## src/rtl/uart_tx_block.sv

```systemverilog
// uart_tx_block: serial transmitter for the lab UART link.
// It sends one frame per accepted byte: a start bit, the data bits LSB first,
// then a stop bit.
// Optional feature macro: UART_TX_PARITY_EN. When it is defined, an even-parity
// bit is inserted between the last data bit and the stop bit.
// Outputs are registered and go to their idle values as soon as n_rst is asserted.
module uart_tx_block #(
    parameter int DATA_BITS  = 8,
    parameter int BIT_PERIOD = 10
) (
    input  logic                 clk,
    input  logic                 n_rst,
    input  logic                 tx_start,
    input  logic [DATA_BITS-1:0] tx_data,
    output logic                 serial_out,
    output logic                 tx_busy,
    output logic                 tx_done
);

    localparam int CW = $clog2(BIT_PERIOD) + 1;
    localparam int BW = $clog2(DATA_BITS) + 1;
    localparam logic [CW-1:0] CNT_MAX = CW'(BIT_PERIOD);
    localparam logic [BW-1:0] BIT_MAX = BW'(DATA_BITS);

`ifdef UART_TX_PARITY_EN
    typedef enum logic [2:0] {S_IDLE, S_START, S_DATA, S_PARITY, S_STOP} state_t;
`else
    typedef enum logic [2:0] {S_IDLE, S_START, S_DATA, S_STOP} state_t;
`endif

    state_t                 state_q, state_d;
    logic [CW-1:0]          cnt_q, cnt_d;     // clock within the current bit, 1..BIT_PERIOD
    logic [BW-1:0]          bit_q, bit_d;     // data bit index, 1..DATA_BITS
    logic [DATA_BITS-1:0]   shift_q, shift_d;
    logic                   par_q, par_d;     // even parity of the latched byte
    logic                   serial_q, serial_d;
    logic                   busy_q, busy_d;
    logic                   done_q, done_d;
    logic                   bit_end;

    assign bit_end    = (cnt_q == CNT_MAX);
    assign serial_out = serial_q;
    assign tx_busy    = busy_q;
    assign tx_done    = done_q;

    // State and datapath registers; reset returns the line to idle immediately.
    always_ff @(posedge clk or negedge n_rst) begin
        if (!n_rst) begin
            state_q  <= S_IDLE;
            cnt_q    <= '0;
            bit_q    <= '0;
            shift_q  <= '0;
            par_q    <= 1'b0;
            serial_q <= 1'b1;
            busy_q   <= 1'b0;
            done_q   <= 1'b0;
        end else begin
            state_q  <= state_d;
            cnt_q    <= cnt_d;
            bit_q    <= bit_d;
            shift_q  <= shift_d;
            par_q    <= par_d;
            serial_q <= serial_d;
            busy_q   <= busy_d;
            done_q   <= done_d;
        end
    end

    // Next-state logic. Each output register is loaded with the value of the bit
    // that starts on the next edge, so the line changes only at bit boundaries.
    always_comb begin
        state_d  = state_q;
        cnt_d    = cnt_q;
        bit_d    = bit_q;
        shift_d  = shift_q;
        par_d    = par_q;
        serial_d = serial_q;
        busy_d   = busy_q;
        done_d   = 1'b0;

        if (state_q != S_IDLE) begin
            cnt_d = bit_end ? CW'(1) : cnt_q + CW'(1);
        end

        case (state_q)
            S_IDLE: begin
                cnt_d    = '0;
                bit_d    = '0;
                serial_d = 1'b1;
                busy_d   = 1'b0;
                if (tx_start) begin
                    state_d  = S_START;
                    shift_d  = tx_data;
                    par_d    = ^tx_data;
                    serial_d = 1'b0;
                    busy_d   = 1'b1;
                    cnt_d    = CW'(1);
                end
            end
            S_START: begin
                if (bit_end) begin
                    state_d  = S_DATA;
                    serial_d = shift_q[0];
                    shift_d  = shift_q >> 1;
                    bit_d    = BW'(1);
                end
            end
            S_DATA: begin
                if (bit_end) begin
                    if (bit_q == BIT_MAX) begin
                        bit_d    = '0;
`ifdef UART_TX_PARITY_EN
                        state_d  = S_PARITY;
                        serial_d = par_q;
`else
                        state_d  = S_STOP;
                        serial_d = 1'b1;
`endif
                    end else begin
                        serial_d = shift_q[0];
                        shift_d  = shift_q >> 1;
                        bit_d    = bit_q + BW'(1);
                    end
                end
            end
`ifdef UART_TX_PARITY_EN
            S_PARITY: begin
                if (bit_end) begin
                    state_d  = S_STOP;
                    serial_d = 1'b1;
                end
            end
`endif
            S_STOP: begin
                if (bit_end) begin
                    state_d  = S_IDLE;
                    serial_d = 1'b1;
                    busy_d   = 1'b0;
                    done_d   = 1'b1;
                    cnt_d    = '0;
                end
            end
            default: begin
                state_d  = S_IDLE;
                serial_d = 1'b1;
                busy_d   = 1'b0;
            end
        endcase
    end

endmodule
```

## config.mk

```make
export PLATFORM = sky130hd
export DESIGN_NAME = uart_tx_block
export DESIGN_NICKNAME = d
export VERILOG_FILES = /design/src/rtl/uart_tx_block.sv
export SDC_FILE = /design/constraint.sdc
export NUM_CORES = 1
export LEC_CHECK = 0
export BUFFER_PORTS_ARGS = -buffer_cell sky130_fd_sc_hd__buf_2
export CAP_MARGIN = 20
export CORE_UTILIZATION = 50
export CTS_BUF_LIST = sky130_fd_sc_hd__clkbuf_4 sky130_fd_sc_hd__clkbuf_8
export DETAILED_ROUTE_END_ITERATION = 12
export PLACE_DENSITY = 0.76
export SETUP_SLACK_MARGIN = 0.15
export SLEW_MARGIN = 20
export SYNTH_ARGS = -nofsm -noshare
export SYNTH_HDL_FRONTEND = slang
export SYNTH_SLANG_ARGS = --single-unit
```

## constraint.sdc

```tcl
create_clock -name clk -period 3.8 [get_ports clk]
set_input_delay 0.38 -clock clk [delete_from_list [all_inputs] [get_ports clk]]
set_output_delay 0.38 -clock clk [all_outputs]
set_load 0.005 [all_outputs]
```

==> run_results.csv <==
group,metric,value,unit
global_routing,gr-total-overflow,0,
cts,cts-hold-fix-buffers,0,
placed_design,place.port_buffers,13,
cts,post_cts_resized,0,
power_and_ir_drop,p_total,0.0004275,W
worst_setup_path,r2r.worst_path.cells,6,
sta,finalMaxSlewViolations,0,
hold_path,hold_path.class,"in2async",
die,design.core.area,2297,µm²
drt,wl,2.259,mm
drt,detail_route.first_pass.iterations,4,
drt,topRoutingLayerUsed,"met4",
sta,final_hold_viol_count,0,
worst_setup_path,critPathSlowestCell,"sky130_fd_sc_hd__dfrtp_1",
sta,max_slew.worst_pin.slew,0.5595,ns
worst_setup_path,crit_path_start_kind,"flop",
power_and_ir_drop,power_density,305.6,nW/µm²
finish,layout-drive-gt1-share,28.68,%
worst_setup_path,r2r-start,"state_q[1]",
die,floorplan.initialDensity,55.50,%
drt,detail_route.vias_per_cell,5.796,
die,io_pins,14,
yosys,syn-mean-instance-area,10.90,µm²
cts,cts_setup_buffers,0,
yosys,yosys_register_bits,22,
power_and_ir_drop,comb_power_share,2.3,%
worst_setup_path,max_stage_delay,0.42,ns
yosys,synth_cells,117,
drt,met2_length,1.117,mm
power_and_ir_drop,swShare,19.39,%
placed_design,dp.final_hpwl,1.652,mm
sta,setup-tns-final,0,ns
worst_setup_path,cp_max_fo,11,
global_routing,grt_usage,19.35,%
global_routing,grt_antenna_before_repair,0,
die,chipHeight,52.50,µm
yosys,cell_types_occupying_the_most_area_after_synthesis,"sky130_fd_sc_hd__dfrtp_1 41%, sky130_fd_sc_hd__mux2_2 11%, sky130_fd_sc_hd__ha_1 7.9%",
yosys,yosys.area.top_type,"sky130_fd_sc_hd__dfrtp_1",
finish,final_core_utilization,60.89,%
finish,final_area,1399,µm²
power_and_ir_drop,static-leakage-power,0.6984,nW
finish,area_delta_synth_final,9.715,%
yosys,syn_nets,136,
sta,fin_worst_hold_slack,0.003574,ns
die,fp.dieW,52.50,µm
sta,highest_clock_rate,518.1,MHz
die,fp.dieArea,2756,µm²
cts,clkSlewWorstSetupHoldPaths,0.13,ns
drt,detail_route.wirelength.met1,1.062,mm
sta,layout_worst_path_cycle_share,50.79,%
drt,drc_errors,0,
worst_setup_path,critical_path_cell_by_cell,"inv_1 > ha_1 > nor2b_1 > nor2_1 > o21ai_4 > mux2_2",
drt,routed-wl-met3,51,µm
drt,routed_wire_length_per_instance,14.39,µm
power_and_ir_drop,switchingPower,0.00008291,W
drt,route.vias.total,910,
die,placement_rows,17,
drt,detail-route-antenna-nets,0,
sta,setup_viol_count_final,0,
worst_setup_path,timing.critical_path.from,"state_q[1]",
job,max-cap-violations,0,
worst_setup_path,timing.critical_path.to,"shift_q[1]",
finish,antenna_cells_inserted,0,
cts,tritoncts,"done",
worst_setup_path,data_required_critical_path,4.01,ns
yosys,ys.warnings.count,0,
finish,filler_cell_count,197,
sta,maxSlewHeadroom,62.70,%
power_and_ir_drop,vdd_drop_max,0.2304,mV
worst_setup_path,crit_type,"reg2reg",
worst_setup_path,worstReg2RegEnd,"shift_q[1]",
cts,clock_tree.htree_level_count,1,
cts,max-clock-path-buffers,2,
finish,num-nets-final,149,
worst_setup_path,cp_data_arrival_time,2.14,ns
global_routing,first_global_vias,889,
global_routing,grt_pass1_wl,3.788,mm
yosys,synth.lib_cells_used.distinct,40,
placed_design,gpl.final_weighted_congestion,0.7773,
sta,unrepaired_setup_endpoints_after_global_routing,"no",
placed_design,detailed_place.area,1346,µm²
yosys,seq_area_frac_synth,43.28,%
sta,final_worst_path_period_need,1.930,ns
yosys,synth_largest_type_area_fraction,41.22,%
global_routing,grt_max_degree,23,
cts,cts_buffers,3,
power_and_ir_drop,cellInternalPower,0.0003446,W
cts,insertion_delay,0.32,ns
power_and_ir_drop,share_clk_of_total_power,43.0,%
worst_setup_path,critical_path.endpoint_type,"flop",
drt,drtIter0Drc,10,
status,outcome,"finished, final reports clean",
power_and_ir_drop,pwr-share-seq,54.8,%
worst_setup_path,rrSetupSlack,1.87,ns
yosys,post_synth_instance_area,1275,µm²
sta,final.setup_skew,0.008035,ns
cts,clkSinkCount,22,
cts,cts.root.buffer_cell,"sky130_fd_sc_hd__clkbuf_4",
[power by group through the flow]
stage / Combinational [W] / Clock [W] / Sequential (W)
floorplan: 0.000000226 / 0 / 0.000239
global placement: 0.00000968 / 0 / 0.000239
detailed placement: 0.0000100 / 0 / 0.000239
CTS: 0.0000101 / 0.000184 / 0.000234
global route: 0.0000110 / 0.000195 / 0.000234
finish: 0.00000963 / 0.000184 / 0.000234
[cells in the final DEF, fill, tap and decap left out, types with 2 or more instances in the layout]
cell type                  synthesis  routed
sky130_fd_sc_hd__mux2_4            2       2
sky130_fd_sc_hd__o21ai_0           4       4
sky130_fd_sc_hd__inv_1             7       7
sky130_fd_sc_hd__mux2_2           13      13
sky130_fd_sc_hd__clkbuf_4          0       3
sky130_fd_sc_hd__nand3_1           6       6
sky130_fd_sc_hd__nor2_1            5       5
sky130_fd_sc_hd__nor3_1            2       2
sky130_fd_sc_hd__nand2_1           7       7
sky130_fd_sc_hd__buf_2             2      13
sky130_fd_sc_hd__a21oi_1           3       3
sky130_fd_sc_hd__dfrtp_1          21      21
sky130_fd_sc_hd__nor4_1            2       2
sky130_fd_sc_hd__nor2b_1           4       4
sky130_fd_sc_hd__o31ai_1           2       2
sky130_fd_sc_hd__ha_1              8       8
sky130_fd_sc_hd__xor2_1            2       2
sky130_fd_sc_hd__a21o_1            3       3
[cells in the mapped netlist (all sizes together)]
| cell type | number |
|---|---|
| dfrtp | 21 |
| o2bb2ai | 1 |
| a21o | 3 |
| o21ai | 5 |
| xor2 | 2 |
| dfstp | 1 |
| and2 | 1 |
| ha | 8 |
| nand3 | 6 |
| o221ai | 1 |
| buf | 3 |
| xnor2 | 1 |
| a21oi | 4 |
| and4bb | 1 |
| a41o | 1 |
| nand2 | 7 |
| o31ai | 2 |
| o41ai | 1 |
| o22ai | 1 |
| o21a | 1 |
| nor3 | 2 |
| nor4 | 2 |
| nor2 | 6 |
| a31oi | 1 |
| nand4bb | 1 |
| and3b | 1 |
| o21bai | 2 |
| clkbuf | 2 |
| nor2b | 4 |
| mux2 | 15 |
| inv | 7 |
| a211oi | 1 |
| mux2i | 1 |
| nand3b | 1 |
[flip-flops by register name, indices dropped and copies added (netlist names)]
| name | flops |
|---|---|
| serial_out | 1 |
| tx_done | 1 |
| bit_q | 4 |
| state_q | 2 |
| cnt_q | 5 |
| shift_q | 8 |
| tx_busy | 1 |
[logic make-up (layout without fill, tap and decap cells)]
family                     count (synthesis)  count (layout)  share of synthesized area [%]
and+or+nand+nor                           32              32                          13.74
AOI/OAI and AO/OA                         24              24                          14.13
DFF                                       22              22                          43.28
muxes                                     16              16                          14.62
buffers and inverters                     12              24                          4.319
adders and majority gates                  8               8                          7.851
xor gates and xnor gates                   3               3                          2.061
[layout make-up]
| type | count | area [µm²] | area share (%) |
|---|---|---|---|
| Clock inverter | 1 | 30.03 | 2.147 |
| Clock buffer | 3 | 22.52 | 1.610 |
| Multi-Input combinational cell | 83 | 668.1 | 47.76 |
| Inverter | 7 | 26.28 | 1.878 |
| Timing Repair Buffer | 13 | 65.06 | 4.651 |
| Tap cell | 28 | 35.03 | 2.504 |
| Sequential cell | 22 | 551.8 | 39.45 |
[how the worst min path moves through the flow]
stage	from	end	slack, ns	depth (start not counted)
final	n_rst	cnt_q[4]	0.004	1
after detailed placement	n_rst	bit_q[0]	0.38	1
after global placement	n_rst	bit_q[2]	0.37	1
after CTS	n_rst	cnt_q[4]	0.02	1
after global routing	n_rst	cnt_q[4]	0.02	1
after floorplan	n_rst	bit_q[0]	0.08	0
[worst max-delay path, delay by kind of cell (launching register included)]
family                     cells  cell delay (ns)
adders and majority gates      1             0.42
and+or+nand+nor                2             0.35
AOI/OAI and AO/OA              1             0.15
muxes                          1             0.37
DFF                            1             0.42
buffers and inverters          1             0.11
[layer usage]
metal / vias to the layer above / GRT usage, %
li1: 444 / -
met5: - / 0
met1: 449 / 24.49
met3: 4 / 3.478
met4: 0 / 9.211
met2: 13 / 31.65
[metrics by stage]
step	setup slack, ns	std cells
floorplan	2.135	117
global placement	1.911	153
detailed placement	1.869	153
CTS	1.843	157
global route	1.666	157
finish	1.870	157
Power figures use the tool's default switching activity.
